`src/rtl/lick_pkg.sv`:
```
// lick_pkg: state encodings and default sizing shared by the lick conditioner files.
package lick_pkg;

  // Default configuration
  localparam int DEBOUNCE_CYC_DEF = 100;
  localparam int HOLD_CYC_DEF     = 4;
  localparam int CNT_W_DEF        = 16;

  // Debounce FSM encodings
  localparam logic [1:0] S_LOW  = 2'd0;
  localparam logic [1:0] S_RISE = 2'd1;
  localparam logic [1:0] S_HIGH = 2'd2;
  localparam logic [1:0] S_FALL = 2'd3;

  // Sync-window FSM encodings
  localparam logic [0:0] W_OPEN = 1'b0;
  localparam logic [0:0] W_HOLD = 1'b1;

  // Rising-edge detect between a current and a one-cycle-delayed sample
  function automatic logic rise_det(input logic cur, input logic prev);
    return cur & ~prev;
  endfunction

endpackage

```
`src/rtl/sync2.sv`:
```
// sync2: 1-bit two-flop synchronizer for asynchronous inputs, synchronous reset to 0.
module sync2 (
  input  logic clk,
  input  logic reset,
  input  logic d,
  output logic q
);

  logic meta;

  // Two-stage resynchronisation; the first flop absorbs metastability
  always_ff @(posedge clk) begin
    if (reset) begin
      meta <= 1'b0;
      q    <= 1'b0;
    end else begin
      meta <= d;
      q    <= meta;
    end
  end

endmodule

```
`src/rtl/lick_conditioner.sv`:
```
// lick_conditioner: synchronizes and debounces the raw lick sensor, latches any lick seen
// within a miniscope sync window for the logger, and optionally counts lick onsets.
// Optional feature macro: LICK_COUNT_EN (onset counter; when undefined lick_count is tied to 0).
module lick_conditioner
  import lick_pkg::*;
#(
  parameter int DEBOUNCE_CYC = DEBOUNCE_CYC_DEF,
  parameter int HOLD_CYC     = HOLD_CYC_DEF,
  parameter int CNT_W        = CNT_W_DEF
) (
  input  logic             clk,
  input  logic             reset,
  input  logic             trig,
  input  logic             sync,
  input  logic             lick_raw,
  output logic             lick_out,
  output logic             lick_clean,
  output logic             lick_onset,
  output logic [CNT_W-1:0] lick_count
);

  localparam int DB_W   = (DEBOUNCE_CYC > 1) ? $clog2(DEBOUNCE_CYC) : 1;
  localparam int HOLD_W = $clog2(HOLD_CYC);
  localparam logic [DB_W-1:0]   DB_LAST   = DB_W'(DEBOUNCE_CYC - 1);
  localparam logic [HOLD_W-1:0] HOLD_LAST = HOLD_W'(HOLD_CYC - 1);

  logic              lick_s;
  logic              sync_s;
  logic              sync_d;
  logic              sync_edge;

  logic [1:0]        db_state;
  logic [1:0]        db_state_nxt;
  logic [DB_W-1:0]   db_cnt;
  logic [DB_W-1:0]   db_cnt_nxt;
  logic              clean_nxt;
  logic              onset_nxt;

  logic [0:0]        w_state;
  logic [0:0]        w_state_nxt;
  logic [HOLD_W-1:0] hold_cnt;
  logic [HOLD_W-1:0] hold_nxt;
  logic              win;
  logic              win_nxt;
  logic              pend;
  logic              pend_nxt;
  logic              win_set;
  logic              out_nxt;

  sync2 u_sync_lick (
    .clk   (clk),
    .reset (reset),
    .d     (lick_raw),
    .q     (lick_s)
  );

  sync2 u_sync_frame (
    .clk   (clk),
    .reset (reset),
    .d     (sync),
    .q     (sync_s)
  );

  // Same 0->1 detection on the synchronized frame sync that the logger applies
  assign sync_edge = rise_det(sync_s, sync_d);

  // Anything that marks the current window as containing a lick
  assign win_set = lick_onset | lick_clean;

  // Debounce FSM: a level change must persist DEBOUNCE_CYC cycles past entry before it is accepted
  always_comb begin
    db_state_nxt = db_state;
    db_cnt_nxt   = db_cnt;
    clean_nxt    = lick_clean;
    onset_nxt    = 1'b0;
    case (db_state)
      S_LOW: begin
        if (lick_s) begin
          db_state_nxt = S_RISE;
          db_cnt_nxt   = DB_W'(0);
        end else begin
          db_state_nxt = S_LOW;
        end
      end
      S_RISE: begin
        if (!lick_s) begin
          db_state_nxt = S_LOW;
        end else if (db_cnt == DB_LAST) begin
          db_state_nxt = S_HIGH;
          clean_nxt    = 1'b1;
          onset_nxt    = 1'b1;
        end else begin
          db_cnt_nxt = db_cnt + DB_W'(1);
        end
      end
      S_HIGH: begin
        if (!lick_s) begin
          db_state_nxt = S_FALL;
          db_cnt_nxt   = DB_W'(0);
        end else begin
          db_state_nxt = S_HIGH;
        end
      end
      S_FALL: begin
        if (lick_s) begin
          db_state_nxt = S_HIGH;
        end else if (db_cnt == DB_LAST) begin
          db_state_nxt = S_LOW;
          clean_nxt    = 1'b0;
        end else begin
          db_cnt_nxt = db_cnt + DB_W'(1);
        end
      end
      default: begin
        db_state_nxt = S_LOW;
        db_cnt_nxt   = DB_W'(0);
        clean_nxt    = 1'b0;
      end
    endcase
  end

  // Window FSM: freeze lick_out for the logger after a sync edge, park onsets arriving meanwhile
  always_comb begin
    w_state_nxt = w_state;
    hold_nxt    = hold_cnt;
    win_nxt     = win;
    pend_nxt    = pend;
    out_nxt     = lick_out;
    if (!trig) begin
      w_state_nxt = W_OPEN;
      hold_nxt    = HOLD_W'(0);
      win_nxt     = 1'b0;
      pend_nxt    = 1'b0;
      out_nxt     = clean_nxt;
    end else begin
      case (w_state)
        W_OPEN: begin
          win_nxt = win | win_set;
          if (sync_edge) begin
            w_state_nxt = W_HOLD;
            hold_nxt    = HOLD_LAST;
            out_nxt     = lick_out;
          end else begin
            out_nxt = win_nxt | clean_nxt;
          end
        end
        W_HOLD: begin
          if (hold_cnt == HOLD_W'(0)) begin
            w_state_nxt = W_OPEN;
            win_nxt     = pend | win_set;
            pend_nxt    = 1'b0;
            out_nxt     = win_nxt | clean_nxt;
          end else begin
            hold_nxt = hold_cnt - HOLD_W'(1);
            pend_nxt = pend | win_set;
            out_nxt  = lick_out;
          end
        end
        default: begin
          w_state_nxt = W_OPEN;
          hold_nxt    = HOLD_W'(0);
          win_nxt     = 1'b0;
          pend_nxt    = 1'b0;
          out_nxt     = clean_nxt;
        end
      endcase
    end
  end

  // State and output registers; reset returns every flop to its idle value
  always_ff @(posedge clk) begin
    if (reset) begin
      sync_d     <= 1'b0;
      db_state   <= S_LOW;
      db_cnt     <= DB_W'(0);
      lick_clean <= 1'b0;
      lick_onset <= 1'b0;
      w_state    <= W_OPEN;
      hold_cnt   <= HOLD_W'(0);
      win        <= 1'b0;
      pend       <= 1'b0;
      lick_out   <= 1'b0;
    end else begin
      sync_d     <= sync_s;
      db_state   <= db_state_nxt;
      db_cnt     <= db_cnt_nxt;
      lick_clean <= clean_nxt;
      lick_onset <= onset_nxt;
      w_state    <= w_state_nxt;
      hold_cnt   <= hold_nxt;
      win        <= win_nxt;
      pend       <= pend_nxt;
      lick_out   <= out_nxt;
    end
  end

`ifdef LICK_COUNT_EN
  localparam logic [CNT_W-1:0] CNT_MAX = {CNT_W{1'b1}};

  logic             trig_d;
  logic [CNT_W-1:0] cnt;

  // Onset counter: cleared on trig rising, saturating increment while recording
  always_ff @(posedge clk) begin
    if (reset) begin
      trig_d <= 1'b0;
      cnt    <= {CNT_W{1'b0}};
    end else begin
      trig_d <= trig;
      if (rise_det(trig, trig_d)) begin
        cnt <= lick_onset ? CNT_W'(1) : {CNT_W{1'b0}};
      end else if (trig && lick_onset && (cnt != CNT_MAX)) begin
        cnt <= cnt + CNT_W'(1);
      end else begin
        cnt <= cnt;
      end
    end
  end

  assign lick_count = cnt;
`else
  assign lick_count = {CNT_W{1'b0}};
`endif

endmodule

```
`config.mk`:
```
export PLATFORM = sky130hd
export DESIGN_NAME = lick_conditioner
export DESIGN_NICKNAME = d
export VERILOG_FILES = /design/src/rtl/lick_pkg.sv /design/src/rtl/sync2.sv /design/src/rtl/lick_conditioner.sv
export SDC_FILE = /design/constraint.sdc
export NUM_CORES = 1
export LEC_CHECK = 0
export CELL_PAD_IN_SITES_DETAIL_PLACEMENT = 1
export CELL_PAD_IN_SITES_GLOBAL_PLACEMENT = 1
export CORE_UTILIZATION = 35
export CTS_CLUSTER_DIAMETER = 80
export DETAILED_ROUTE_END_ITERATION = 16
export PLACE_DENSITY = 0.77
export SYNTH_ARGS = -nofsm -noshare
export SYNTH_HDL_FRONTEND = slang
export SYNTH_HIERARCHICAL = 1
export SYNTH_SLANG_ARGS = --single-unit
```
`constraint.sdc`:
```
create_clock -name clk -period 3.2 [get_ports clk]
set_input_delay 0.8 -clock clk [delete_from_list [all_inputs] [get_ports clk]]
set_output_delay 0.8 -clock clk [all_outputs]
set_load 0.005 [all_outputs]
```
==> out/qor.yml <==
synthCells: 113
drc: 0
crit_type: "flip-flop to output pin"
critPathRequiredTime_ns: 2.40
ctsHoldBuffers: 0
cpMaxStageDelayCell: "clkdlybuf4s50_1"
cts.clk_slew.worst_paths_ns: 0.13
numCtsBuffers: 3
critPathBufInv: 1
clock-root-buffer: "clkbuf_4"
ctsLongestPathBuffers: 2
period_needed_ns: 2.09
dr_total_vias: 748
powerDensity_nw_per_um2: 466
leakage_nw: 0.405
areaGrowthSynthToFinish_pct: 9.14
synth_edf_count: 0
async_flop_share_pct: 0
fp.dieW_um: 56.2
hold_class: "flip-flop to flip-flop"
post_drt_wl_per_cell_um: 13.0
die_y_um: 56.2
overflow: 0
yosysTopAreaCell: "dfxtp_1"
cts_tree: "yes"
grt_pass1_wl_um: 3340
critPathLaunchType: "flip-flop"
endpoint_kind: "output pin"
routed_via_density: 4.89
first_pass_iters: 3
cts_resized: 0
post_cts_buffers: 0
core_area_sq_um: 2760
io_pins: 24
num-nets-final: 130
antenna_found_initial: 0
max_freq_mhz: 477
fin_tns_setup_ns: 0
drt_iter0_markers: 12
slowest_delay_ns: 0.53
ant_nets: 0
start_util_pct: 37.3
synth_seq_cells: 22
gp_congestion: 0.811
dp_hpwl_um: 1490
cts_htree_levels: 1
yosysWarnings: 6
clock_sinks: 22
wirelength_um: 1990
worstPathMaxFanout: 6
ir_worst_vdd_mv: 0.327
dp_slack_ns: 1.02
relSlewSlack_pct: 55.1
worstPathCellList: "clkdlybuf4s50_1"
synth.cell_area_sq_um: 1030
avgSynthCellArea_sq_um: 9.09
synth.most_common_cell: "dfxtp_1"
setup_viol: 0
grt_max_degree: 16
grtUsageTotal_pct: 13.7
cpLargestDelayFamily: "buffers and inverters"
die-area_sq_um: 3160
synth_cell_types: 29
fp-row-count: 19
antenna-diode-count: 0
drive_gt1_share_pct: 7.38
synth_area_leaders: "dfxtp_1 43%, buf_4 12%, nor2b_1 6.1%"
arrival_ns: 1.29
skew_ns: 0.00244
final.period_utilization_pct: 65.5
synth_commonest_cells: "22 x dfxtp_1, 16 x buf_4, 15 x nor2_1, 10 x nor2b_1, 6 x inv_1"
worst_pin_slew_ns: 0.669
drv_slew: 0
timing.hold.ws_ns: 0.459
maxCapViolCount: 0
port_buffers: 7
synth_seq_area_share_pct: 42.9
hold_viol: 0
fin_ws_ns: 1.11
grt_pass1_vias: 760
clkLatencyLatePin_ns: 0.31
yosysTopAreaCellShare_pct: 42.9
rsz0062_at_grt: "no"
status: "complete, no violations"
ys.flop_type: "dfxtp_1"
[per-layer routing]
layer / GRT usage, % / vias to the layer above / wire length [um]
met4: 4.18 / 0 / 29
met2: 25.7 / 14 / 1070
met1: 13.8 / 362 / 805
met3: 5.12 / 4 / 80
li1: - / 368 / -
met5: 0 / - / 0
[flip-flops by register name (all words and copies together) (netlist names), named ones only]
register and count:
lick_out 1, win 1, w_state 1, hold_cnt 2, db_cnt 7, db_state 1
pend 1, u_sync_lick/q 1, sync_d 1, lick_clean 1, u_sync_frame/q 1, u_sync_frame/meta 1
u_sync_lick/meta 1, lick_onset 1
[worst paths after layout]
kind | cells past startpoint | to | from | slack (ns)
hold / removal | 1 | u_sync_frame/q$_SDFF_PP0_ | u_sync_frame/meta$_SDFF_PP0_ | 0.46
setup reg to reg | 5 | lick_out$_SDFFE_PP0P_ | db_cnt[0]$_SDFFE_PP0P_ | 1.46
setup / recovery | 1 | lick_clean | lick_clean$_SDFF_PP0_ | 1.11
hold reg to reg | 1 | u_sync_frame/q$_SDFF_PP0_ | u_sync_frame/meta$_SDFF_PP0_ | 0.46
[power by group]
group	internal, mW	leakage, nW	total (mW)	switching, mW
clock network	0.127	0.0279	0.215	0.0881
registers	0.278	0.178	0.281	0.00275
logic	0.0111	0.199	0.0271	0.0161
total	0.416	0.405	0.523	0.107
[cells in the final DEF (no fill, tap or decap), types with 5 or more instances in the layout]
cell type / netlist / final
conb_1: 1 / 16
nand2_1: 5 / 5
xnor2_1: 5 / 5
nor2b_1: 10 / 10
clkdlybuf4s50_1: 0 / 7
nor2_1: 15 / 15
inv_1: 6 / 6
dfxtp_1: 22 / 22
[metrics by stage]
step                area [sq um]  util (%)  total power [mW]  instances
floorplan                   1080         -             0.318        128
global placement            1070      38.7             0.313        149
detailed placement          1070      38.7             0.314        149
CTS                         1120      40.7             0.528        153
global route                1120      40.7             0.541        153
finish                      1120      40.7             0.523        153
[area by class of cell]
class	instances	area [sq um]
inverter	6	22.5
tap	31	38.8
clock inverter	1	30.0
multi-input combinational	83	497
fill	334	1640
sequential	22	440
clock buffer	3	22.5
timing repair buffer	7	70.1
[kinds of logic (layout without fill, tap and decap cells)]
logic type	after synthesis	count (layout)	synth area share [%]
buf+inv	23	17	14.3
mux	2	2	1.95
simple gates	42	42	21.9
xor+xnor	5	5	4.26
compound gates	16	16	11.9
other cells	1	16	0.365
flops	22	22	42.9
fa+ha+maj	2	2	2.44
Note: power is estimated with default switching activity, not from simulation.
